[config.mk]
export PLATFORM = sky130hd
export DESIGN_NAME = uart_txrx
export DESIGN_NICKNAME = d
export VERILOG_FILES = /design/src/rtl/uart_txrx.sv
export SDC_FILE = /design/constraint.sdc
export NUM_CORES = 1
export LEC_CHECK = 0
export CORE_AREA = 5 5 93 95
export DETAILED_ROUTE_END_ITERATION = 16
export DIE_AREA = 0 0 98 100
export GPL_ROUTABILITY_DRIVEN = 0
export GPL_TIMING_DRIVEN = 1
export SLEW_MARGIN = 10
export SYNTH_ARGS = -nofsm -noshare
export SYNTH_HDL_FRONTEND = slang
export SYNTH_SLANG_ARGS = --single-unit
[constraint.sdc]
create_clock -name i_Clock -period 3.8 [get_ports i_Clock]
set_clock_uncertainty 0.15 [all_clocks]
set_input_delay 0.76 -clock i_Clock [delete_from_list [all_inputs] [get_ports i_Clock]]
set_output_delay 0.76 -clock i_Clock [all_outputs]
set_load 0.02 [all_outputs]
[src/rtl/uart_txrx.sv]
// Full-duplex 8N1 UART: independent TX and RX sharing one clock and reset.
// Define UART_FRAME_ERR_EN to add o_Rx_Frame_Err and drop bytes whose stop bit is 0.
module uart_txrx #(
   parameter int CLKS_PER_BIT = 86
) (
   input  logic       i_Clock,
   input  logic       i_Rst_n,
   input  logic       i_Tx_DV,
   input  logic [7:0] i_Tx_Byte,
   output logic       o_Tx_Active,
   output logic       o_Tx_Serial,
   output logic       o_Tx_Done,
   input  logic       i_Rx_Serial,
   output logic       o_Rx_DV,
   output logic [7:0] o_Rx_Byte
`ifdef UART_FRAME_ERR_EN
   ,
   output logic       o_Rx_Frame_Err
`endif
);

   localparam int CW = $clog2(CLKS_PER_BIT + 1);
   localparam logic [CW-1:0] ONE      = CW'(1);
   localparam logic [CW-1:0] BIT_END  = CW'(CLKS_PER_BIT - 1);
   localparam logic [CW-1:0] STOP_END = CW'(CLKS_PER_BIT);
   localparam logic [CW-1:0] HALF     = CW'((CLKS_PER_BIT - 1) / 2);

   typedef enum logic [2:0] {
      S_IDLE, S_START, S_DATA, S_STOP, S_CLEANUP
   } state_e;

   state_e          tx_state_q;
   logic [CW-1:0]   tx_cnt_q;
   logic [2:0]      tx_idx_q;
   logic [7:0]      tx_byte_q;
   logic            tx_serial_q;
   logic            tx_active_q;
   logic            tx_done_q;

   state_e          rx_state_q;
   logic [CW-1:0]   rx_cnt_q;
   logic [2:0]      rx_idx_q;
   logic [7:0]      rx_shift_q;
   logic [7:0]      rx_byte_q;
   logic            rx_dv_q;
   logic [1:0]      rx_sync_q;
   logic            rx_line;

   assign rx_line = rx_sync_q[1];

   always_ff @(posedge i_Clock or negedge i_Rst_n) begin
      if (!i_Rst_n) begin
         tx_state_q  <= S_IDLE;
         tx_cnt_q    <= '0;
         tx_idx_q    <= '0;
         tx_byte_q   <= '0;
         tx_serial_q <= 1'b1;
         tx_active_q <= 1'b0;
         tx_done_q   <= 1'b0;
      end else begin
         tx_done_q <= 1'b0;
         unique case (tx_state_q)
            S_IDLE: begin
               tx_serial_q <= 1'b1;
               tx_cnt_q    <= '0;
               tx_idx_q    <= '0;
               if (i_Tx_DV) begin
                  tx_byte_q   <= i_Tx_Byte;
                  tx_active_q <= 1'b1;
                  tx_state_q  <= S_START;
               end
            end
            S_START: begin
               tx_serial_q <= 1'b0;
               if (tx_cnt_q == BIT_END) begin
                  tx_cnt_q   <= '0;
                  tx_state_q <= S_DATA;
               end else begin
                  tx_cnt_q <= tx_cnt_q + ONE;
               end
            end
            S_DATA: begin
               tx_serial_q <= tx_byte_q[tx_idx_q];
               if (tx_cnt_q == BIT_END) begin
                  tx_cnt_q <= '0;
                  if (tx_idx_q == 3'd7) tx_state_q <= S_STOP;
                  else tx_idx_q <= tx_idx_q + 3'd1;
               end else begin
                  tx_cnt_q <= tx_cnt_q + ONE;
               end
            end
            // The line only follows the state one edge later, so the
            // stop state spans one extra edge to put Done at the bit end.
            S_STOP: begin
               tx_serial_q <= 1'b1;
               if (tx_cnt_q == STOP_END) begin
                  tx_cnt_q    <= '0;
                  tx_done_q   <= 1'b1;
                  tx_active_q <= 1'b0;
                  tx_state_q  <= S_CLEANUP;
               end else begin
                  tx_cnt_q <= tx_cnt_q + ONE;
               end
            end
            S_CLEANUP: tx_state_q <= S_IDLE;
            default:   tx_state_q <= S_IDLE;
         endcase
      end
   end

   always_ff @(posedge i_Clock or negedge i_Rst_n) begin
      if (!i_Rst_n) begin
         rx_sync_q  <= 2'b11;
         rx_state_q <= S_IDLE;
         rx_cnt_q   <= '0;
         rx_idx_q   <= '0;
         rx_shift_q <= '0;
         rx_byte_q  <= '0;
         rx_dv_q    <= 1'b0;
`ifdef UART_FRAME_ERR_EN
         o_Rx_Frame_Err <= 1'b0;
`endif
      end else begin
         rx_sync_q <= {rx_sync_q[0], i_Rx_Serial};
         rx_dv_q   <= 1'b0;
`ifdef UART_FRAME_ERR_EN
         o_Rx_Frame_Err <= 1'b0;
`endif
         unique case (rx_state_q)
            S_IDLE: begin
               rx_cnt_q <= '0;
               rx_idx_q <= '0;
               if (!rx_line) rx_state_q <= S_START;
            end
            S_START: begin
               if (rx_cnt_q == HALF) begin
                  rx_cnt_q   <= '0;
                  rx_state_q <= rx_line ? S_IDLE : S_DATA;
               end else begin
                  rx_cnt_q <= rx_cnt_q + ONE;
               end
            end
            S_DATA: begin
               if (rx_cnt_q == BIT_END) begin
                  rx_cnt_q <= '0;
                  rx_shift_q[rx_idx_q] <= rx_line;
                  if (rx_idx_q == 3'd7) rx_state_q <= S_STOP;
                  else rx_idx_q <= rx_idx_q + 3'd1;
               end else begin
                  rx_cnt_q <= rx_cnt_q + ONE;
               end
            end
            S_STOP: begin
               if (rx_cnt_q == BIT_END) begin
                  rx_cnt_q   <= '0;
                  rx_state_q <= S_CLEANUP;
`ifdef UART_FRAME_ERR_EN
                  if (rx_line) begin
                     rx_byte_q <= rx_shift_q;
                     rx_dv_q   <= 1'b1;
                  end else begin
                     o_Rx_Frame_Err <= 1'b1;
                  end
`else
                  rx_byte_q <= rx_shift_q;
                  rx_dv_q   <= 1'b1;
`endif
               end else begin
                  rx_cnt_q <= rx_cnt_q + ONE;
               end
            end
            S_CLEANUP: rx_state_q <= S_IDLE;
            default:   rx_state_q <= S_IDLE;
         endcase
      end
   end

   assign o_Tx_Active = tx_active_q;
   assign o_Tx_Serial = tx_serial_q;
   assign o_Tx_Done   = tx_done_q;
   assign o_Rx_DV     = rx_dv_q;
   assign o_Rx_Byte   = rx_byte_q;

endmodule

==> results.json, run 1 <==
{
  "fin_util": 0.4152,
  "viasPerCell": 5.108,
  "synth_edf_count": 0,
  "num_rows": 32,
  "io_pins": 24,
  "setup_tns_ns": 0,
  "dp_hpwl_um": 3593,
  "area_delta_synth_final_pct": 14.48,
  "fmax_mhz": 424.9,
  "cts_tree": "done",
  "min_period_ns": 2.354,
  "drt_iter0_drc": 48,
  "crit_fanout": 2,
  "grt_pass1_vias": 1922,
  "switching_power_uw": 255.2,
  "drcViolationCount": 0,
  "cts_made_buffers": 5,
  "cts-root-buf": "clkbuf_8",
  "nets": 300,
  "syn_area_per_cell_um2": 10.79,
  "path_cells": "clkdlybuf4s50_1",
  "slowest_stage": "clkdlybuf4s50_1",
  "crit_buf_inv": 1,
  "arrival_ns": 1.44,
  "cts_setup_buffers": 0,
  "pwr_density_cell_mw_per_mm2": 320.5,
  "rsz0062_at_grt": "no",
  "cts_resized": 0,
  "clkPwrFrac": 0.317,
  "die_y_um": 100,
  "synth.distinct_cells": 51,
  "synth_area_mm2": 0.002774,
  "fin_crit_sh": 0.6194,
  "core_mm2": 0.007647,
  "finalWorstSetupSlack_ns": 1.446,
  "clockBufferDepth": 2,
  "worst_slew_pin_slew_ns": 0.5635,
  "grt_max_degree": 36,
  "antenna_left": 0,
  "synthArstFlopShare": 1.000,
  "yosysTopAreaCell": "dfrtp_1",
  "grt.overflow.total": 0,
  "hp-class": "reg -> reg",
  "setup_viol": 0,
  "die_area_mm2": 0.009800,
  "grtUsageTotal": 0.1082,
  "diodes": 0,
  "drive_gt1_frac": 0.07168,
  "swShare": 0.2507,
  "path_clk_slew_ns": 0.10,
  "internal_power_uw": 762.7,
  "final_max_slew_viol_count": 0,
  "seqPwrFrac": 0.613,
  "end_kind": "output port",
  "start_util": 0.3627,
  "synth_cells": 257,
  "outcome": "finished clean",
  "synth_area_leaders": "dfrtp_1 48%, mux2_1 9.7%, ha_1 4.5%",
  "maxCapViolations": 0,
  "synth_warnings": 0,
  "grt_pass1_wl_um": 8735,
  "numPortBuffers": 23,
  "clock-sinks": 56,
  "clk_latency_ns": 0.31,
  "mostFrequentLayoutCells": "53 x dfrtp_1, 30 x nand2_1, 24 x mux2_1",
  "critPathRequiredTime_ns": 2.89,
  "crit_type": "reg -> out",
  "holdWs_ns": 0.2105,
  "ctsHoldBuffers": 0,
  "final_hold_viol_count": 0,
  "synth.top_cell.area_share": 0.4781,
  "startpoint_type": "flip-flop",
  "combPwrFrac": 0.070,
  "wl_um": 5032,
  "final_common_cell": "dfrtp_1",
  "cts_max_level": 2,
  "ir_drop_mv": 0.1163,
  "synth-seq-cells": 56,
  "syn_nets": 279,
  "critPathTopFamily": "buffers and inverters",
  "yosysSeqAreaShare": 0.5065,
  "antenna_found_initial": 0,
  "wire_per_inst_um": 13.21,
  "firstDrtPassIters": 4,
  "cp_slowest_stage_delay_ns": 0.59,
  "slew_headroom": 0.6243,
  "synth_ff_type": "dfrtp_1",
  "rr_startpoint": "rx_state_q[1]$_DFFE_PN0P_",
  "die_w_um": 98,
  "cp-startpoint": "o_Tx_Serial$_DFFE_PN1P_",
  "leakage_uw": 0.001411,
  "post-place-ws_ns": 1.493,
  "vias": 1946,
  "min_from": "rx_sync_q[0]$_DFF_PN1_"
}
## sequential cells by signal, indices dropped and copies added, names as in the netlist
| name | count |
|---|---|
| o_Rx_Byte | 8 |
| o_Rx_DV | 1 |
| o_Tx_Active | 1 |
| o_Tx_Done | 1 |
| o_Tx_Serial | 1 |
| rx_cnt_q | 7 |
| rx_idx_q | 3 |
| rx_shift_q | 8 |
| rx_state_q | 3 |
| rx_sync_q | 2 |
| tx_byte_q | 8 |
| tx_cnt_q | 7 |
| tx_idx_q | 3 |
| tx_state_q | 3 |
## Yosys cell counts (all sizes together) (2+ instances only)
library cell and instances:
o41ai 2, and3b 2, o211ai 8, buf 3
o311ai 2, dfstp 3, mux4 2, nor3 3
a31oi 3, clkbuf 7, dfrtp 53, or2 2
and2 2, nor2 16, o21ai 14, nand4 8
mux2 25, a21oi 7, a22oi 2, nor2b 6
nand3 14, ha 10, xnor2 2, nand2 30
nand2b 3, inv 11, o31ai 2
## power by group through the flow
| stage | sequential [uW] | clock [uW] | combinational (uW) |
|---|---|---|---|
| floorplan | 627 | 0 | 44.8 |
| global placement | 635 | 0 | 73.1 |
| detailed placement | 635 | 0 | 73.6 |
| CTS | 624 | 341 | 73.7 |
| global route | 626 | 364 | 83.5 |
| finish | 624 | 323 | 71.5 |
## metal layers
layer	share of wire	vias to the layer above	track usage
li1	-	966	-
met1	0.46	949	0.1371
met2	0.50	26	0.1817
met3	0.034	5	0.02849
met4	0.012	0	0.03301
met5	0	-	0
## cell families after synthesis
kind of cell / Yosys count / synth area share
buf+inv: 21 / 0.03067
simple gates: 95 / 0.1759
mux: 28 / 0.1240
flops: 56 / 0.5065
xor+xnor: 3 / 0.009474
compound gates: 44 / 0.1083
fa+ha+maj: 10 / 0.04511
## final timing paths
path                                              to  slack, ns  depth (start not counted)
max in group asynchronous     rx_sync_q[0]$_DFF_PN1_       2.38                          2
max reg2reg                  rx_cnt_q[2]$_DFFE_PN0P_       1.74                          4
min in group asynchronous  tx_state_q[2]$_DFFE_PN0P_       0.26                          1
max                                      o_Tx_Serial       1.45                          1
min                           rx_sync_q[1]$_DFF_PN1_       0.21                          0
min reg2reg                   rx_sync_q[1]$_DFF_PN1_       0.21                          0
## metrics by stage
| stage | cells | power, uW | cell area [um^2] |
|---|---|---|---|
| after floorplan | 257 | 671.8 | 2774 |
| after global placement | 373 | 707.8 | 3090 |
| after detailed placement | 373 | 709.0 | 3090 |
| after CTS | 381 | 1038 | 3176 |
| after global routing | 381 | 1074 | 3176 |
| final | 381 | 1018 | 3176 |
## cell type report
| type | count | area (um^2) |
|---|---|---|
| clock buffers | 6 | 72.57 |
| inverters | 11 | 41.29 |
| well taps | 102 | 127.6 |
| fillers | 745 | 4472 |
| flip-flops and latches | 56 | 1405 |
| clock inverters | 2 | 12.51 |
| multi-input cells | 180 | 1284 |
| repair buffers | 24 | 232.7 |
Note: power is estimated with default switching activity, not from simulation.
==> run 2, diff against run 1 <==
==> constraint.sdc (replaced) <==
create_clock -name i_Clock -period 2.07 [get_ports i_Clock]
set_clock_uncertainty 0.15 [all_clocks]
set_input_delay 0.414 -clock i_Clock [delete_from_list [all_inputs] [get_ports i_Clock]]
set_output_delay 0.414 -clock i_Clock [all_outputs]
set_load 0.02 [all_outputs]
==> results.json, run 2 (synthesis gave the netlist of run 1 again) <==
{
  "hp-class": "reg -> reg",
  "fin_crit_sh": 0.9702,
  "pwr_density_cell_mw_per_mm2": 611.4,
  "die_y_um": 100,
  "area_delta_synth_final_pct": 19.49,
  "grtUsageTotal": 0.1187,
  "crit_buf_inv": 1,
  "start_util": 0.3627,
  "die_area_mm2": 0.009800,
  "vias": 1992,
  "critPathRequiredTime_ns": 1.51,
  "drive_gt1_frac": 0.1096,
  "ir_drop_mv": 0.2341,
  "fin_area_mm2": 0.003314,
  "reg2reg_to": "o_Tx_Serial$_DFFE_PN1P_",
  "nets": 313,
  "min_from": "rx_sync_q[0]$_DFF_PN1_",
  "clock-sinks": 56,
  "drt-met1-wl_um": 2423,
  "dr_wl_met2_um": 2625,
  "min_period_ns": 2.008,
  "cts_max_level": 2,
  "num_rows": 32,
  "setup_viol": 0,
  "reg2regPathDepth": 4,
  "outcome": "finished clean",
  "rsz0062_at_grt": "no",
  "grt.overflow.total": 0,
  "numPortBuffers": 23,
  "cts_made_buffers": 5,
  "layout.cells.non_filler": 394,
  "leakage_uw": 0.001495,
  "cp-startpoint": "o_Tx_Serial$_DFFE_PN1P_",
  "antenna_left": 0,
  "cts-root-buf": "clkbuf_8",
  "cts_resized": 0,
  "antenna_found_initial": 0,
  "fillers": 726,
  "arrival_ns": 1.44,
  "startpoint_type": "flip-flop",
  "grt_pass1_vias": 2081,
  "crit_fanout": 2,
  "io_pins": 24,
  "path_cells": "clkdlybuf4s50_1",
  "fmax_mhz": 497.9,
  "fin_util": 0.4334,
  "clk_latency_ns": 0.31,
  "viasPerCell": 5.056,
  "grt_pass1_wl_um": 9777,
  "diodes": 0,
  "final_max_slew_viol_count": 0,
  "wl_um": 5242,
  "firstDrtPassIters": 4,
  "holdPathStages": 0,
  "min_to": "rx_sync_q[1]$_DFF_PN1_",
  "power_uw": 2026,
  "slowest_stage": "clkdlybuf4s50_1",
  "cp_slowest_stage_delay_ns": 0.60,
  "worst_slew_pin_slew_ns": 0.3443,
  "core_mm2": 0.007647,
  "clockBufferDepth": 2,
  "cts_setup_buffers": 0,
  "slew_headroom": 0.7673,
  "critPathTopFamily": "buffers and inverters",
  "grt_max_degree": 25,
  "rr_startpoint": "tx_idx_q[0]$_DFFE_PN0P_",
  "crit_type": "reg -> out",
  "wire_per_inst_um": 13.30,
  "final_common_cell": "dfrtp_1",
  "dp_hpwl_um": 3811,
  "die_w_um": 98,
  "maxCapViolations": 0,
  "placedCellCount": 385,
  "ctsHoldBuffers": 1,
  "final_hold_viol_count": 0,
  "drcViolationCount": 0,
  "top_layer": "met4",
  "place_area_mm2": 0.003193,
  "rrSetupSlack_ns": 0.07,
  "mostFrequentLayoutCells": "53 x dfrtp_1, 30 x nand2_1, 24 x mux2_1",
  "drt_iter0_drc": 45,
  "wl_met3_um": 133,
  "setup_tns_ns": 0,
  "end_kind": "output port",
  "path_clk_slew_ns": 0.10,
  "cts_tree": "done"
}
[run 2: changes by cell type in the layout (fill, tap and decap cells not counted)]
cell           change
clkinvlp_4         -1
inv_6              +1
bufinv_16          +1
buf_4             +11
buf_12             +1
clkinv_2           -1
dlygate4sd3_1      +1
[run 2: worst max path at each step]
| stage | end | cells past startpoint |
|---|---|---|
| 2_1_floorplan | o_Tx_Serial$_DFFE_PN1P_ | 4 |
| 3_3_place_gp | o_Tx_Serial$_DFFE_PN1P_ | 4 |
| 3_5_place_dp | o_Tx_Serial$_DFFE_PN1P_ | 4 |
| 4_1_cts | o_Tx_Serial | 1 |
| 5_1_grt | o_Tx_Serial$_DFFE_PN1P_ | 4 |
| 6_report | o_Tx_Serial | 1 |
[run 2: power by group]
group | switching (uW) | internal (uW) | total, uW
Sequential | 25.4 | 1110 | 1140
Clock | 355 | 366 | 721
Combinational | 94.4 | 71.9 | 166
[run 2: cell type report]
class | count | area, um^2 | share of cell area
multi-input cells | 180 | 1284 | 0.3873
inverters | 11 | 41.29 | 0.01246
repair buffers | 37 | 345.3 | 0.1042
flip-flops and latches | 56 | 1405 | 0.4239
clock buffers | 6 | 72.57 | 0.02190
clock inverters | 2 | 38.79 | 0.01170
well taps | 102 | 127.6 | 0.03850
[run 2: metrics by stage]
step                hold WS (ns)  setup slack, ns
finish                    0.2169          0.06170
global route              0.2237        0.0007583
CTS                       0.2169          0.02984
detailed placement        0.1907          0.08086
global placement          0.1908           0.1327
floorplan               -0.03159           0.1637
[run 2: routing by layer]
| metal | vias up | global-route usage |
|---|---|---|
| met1 | 972 | 0.1519 |
| met2 | 20 | 0.2021 |
| met5 | - | 0 |
| met4 | 0 | 0.03514 |
| met3 | 5 | 0.02641 |
| li1 | 995 | - |
==> run 3, diff against run 2 <==
--- a/config.mk
+++ b/config.mk
@@ -10,6 +10,7 @@
 export DIE_AREA = 0 0 98 100
 export GPL_ROUTABILITY_DRIVEN = 0
 export GPL_TIMING_DRIVEN = 1
+export RECOVER_POWER = 100
 export SLEW_MARGIN = 10
 export SYNTH_ARGS = -nofsm -noshare
 export SYNTH_HDL_FRONTEND = slang
==> results.json, run 3 (synthesis gave the netlist of run 1 again) <==
{
  "outcome": "finished clean",
  "crit_buf_inv": 1,
  "vias": 1995,
  "reg2regPathDepth": 4,
  "end_kind": "output port",
  "leakage_uw": 0.001517,
  "min_period_ns": 2.010,
  "cts_max_level": 2,
  "rrSetupSlack_ns": 0.07,
  "min_to": "rx_sync_q[1]$_DFF_PN1_",
  "slowest_stage": "clkdlybuf4s50_1",
  "startpoint_type": "flip-flop",
  "grt_max_degree": 25,
  "slew_headroom": 0.4503,
  "maxCapViolations": 0,
  "top_layer": "met4",
  "fin_util": 0.4305,
  "critPathTopFamily": "buffers and inverters",
  "grt_pass1_vias": 2081,
  "num_rows": 32,
  "clk_latency_ns": 0.31,
  "holdPathStages": 0,
  "wire_per_inst_um": 13.34,
  "worst_slew_pin_slew_ns": 0.8245,
  "clock-sinks": 56,
  "viasPerCell": 5.063,
  "rr_startpoint": "tx_idx_q[0]$_DFFE_PN0P_",
  "fmax_mhz": 497.6,
  "area_delta_synth_final_pct": 18.67,
  "drcViolationCount": 0,
  "final_max_slew_viol_count": 0,
  "cts_tree": "done",
  "grt.overflow.total": 0,
  "cts_resized": 0,
  "cts-root-buf": "clkbuf_8",
  "grtUsageTotal": 0.1187,
  "clockBufferDepth": 2,
  "nets": 313,
  "holdWs_ns": 0.2169,
  "reg2reg_to": "o_Tx_Serial$_DFFE_PN1P_",
  "diodes": 0,
  "die_area_mm2": 0.009800,
  "fin_crit_sh": 0.9708,
  "critPathRequiredTime_ns": 1.51,
  "antenna_left": 0,
  "drive_gt1_frac": 0.09589,
  "setup_tns_ns": 0,
  "crit_fanout": 2,
  "wl_met3_um": 138,
  "die_w_um": 98,
  "wl_um": 5254,
  "mostFrequentLayoutCells": "53 x dfrtp_1, 30 x nand2_1, 24 x mux2_1",
  "hp-class": "reg -> reg",
  "path_clk_slew_ns": 0.10,
  "antenna_found_initial": 0,
  "io_pins": 24,
  "firstDrtPassIters": 4,
  "grt_pass1_wl_um": 9777,
  "setup_viol": 0,
  "dp_hpwl_um": 3811,
  "final_hold_viol_count": 0,
  "pwr_density_cell_mw_per_mm2": 613.2,
  "cts_made_buffers": 5,
  "drt-met1-wl_um": 2432,
  "crit_type": "reg -> out",
  "min_from": "rx_sync_q[0]$_DFF_PN1_",
  "final_common_cell": "dfrtp_1",
  "core_mm2": 0.007647,
  "die_y_um": 100,
  "dr_wl_met2_um": 2623,
  "numPortBuffers": 23,
  "drt_iter0_drc": 43,
  "cp_slowest_stage_delay_ns": 0.60,
  "ir_drop_mv": 0.2344,
  "arrival_ns": 1.45,
  "start_util": 0.3627,
  "path_cells": "clkdlybuf4s50_1",
  "rsz0062_at_grt": "no"
}
==> run 3: cell types whose count changed in the layout (fill, tap and decap cells not counted), sizes merged <==
cell / before / now
clkbuf: 6 / 11
dlygate4sd3: 1 / 13
buf: 14 / 9
clkdlybuf4s50: 22 / 10
==> run 3: layout make-up <==
class | instances | area (um^2)
Fill cell | 735 | 4355
Sequential cell | 56 | 1405
Multi-Input combinational cell | 180 | 1277
Timing Repair Buffer | 37 | 329.1
Tap cell | 102 | 127.6
Clock buffer | 6 | 72.57
Inverter | 11 | 41.29
Clock inverter | 2 | 38.79
==> run 3: worst register-to-register path: stages, from the launching register on <==
cell and delay (ns):
dfrtp_1 0.45, mux4_1 0.58, mux2_2 0.27, or3_1 0.31
a22o_1 0.18
==> run 3: how the worst max path moves through the flow <==
stage / start / end / slack (ns) / depth (start not counted)
6_report: o_Tx_Serial$_DFFE_PN1P_ / o_Tx_Serial / 0.06 / 1
5_1_grt: tx_idx_q[0]$_DFFE_PN0P_ / o_Tx_Serial$_DFFE_PN1P_ / 0.0008 / 4
4_1_cts: o_Tx_Serial$_DFFE_PN1P_ / o_Tx_Serial / 0.03 / 1
3_5_place_dp: tx_idx_q[0]$_DFFE_PN0P_ / o_Tx_Serial$_DFFE_PN1P_ / 0.08 / 4
3_3_place_gp: tx_idx_q[0]$_DFFE_PN0P_ / o_Tx_Serial$_DFFE_PN1P_ / 0.13 / 4
2_1_floorplan: tx_idx_q[0]$_DFFE_PN0P_ / o_Tx_Serial$_DFFE_PN1P_ / 0.16 / 4
==> run 3: routing by layer <==
layer / up-vias / global-route usage
met1: 974 / 0.1519
met3: 5 / 0.02641
met4: 0 / 0.03514
met5: - / 0
li1: 995 / -
met2: 21 / 0.2021
==> run 3: what timing repair did <==
item                      4_1_cts  5_1_grt
hold buffers                    1        0
setup buffers                   0        0
hold endpoints to repair       11        0
==> run 3: power breakdown <==
group / total, uW / internal (uW) / switching (uW)
Combinational: 158 / 64.4 / 93.4
Sequential: 1140 / 1110 / 25.3
Clock: 722 / 366 / 356
Total: 2020 / 1540 / 475
==> run 3: per-stage QoR <==
step | cell area (um^2) | power, uW | setup slack, ns | cells
finish | 3292 | 2019 | 0.06045 | 394
global route | 3292 | 2128 | 0.0007574 | 394
CTS | 3314 | 2067 | 0.02984 | 394
detailed placement | 3193 | 1330 | 0.08086 | 385
global placement | 3193 | 1325 | 0.1327 | 385
floorplan | 2774 | 1233 | 0.1637 | 257
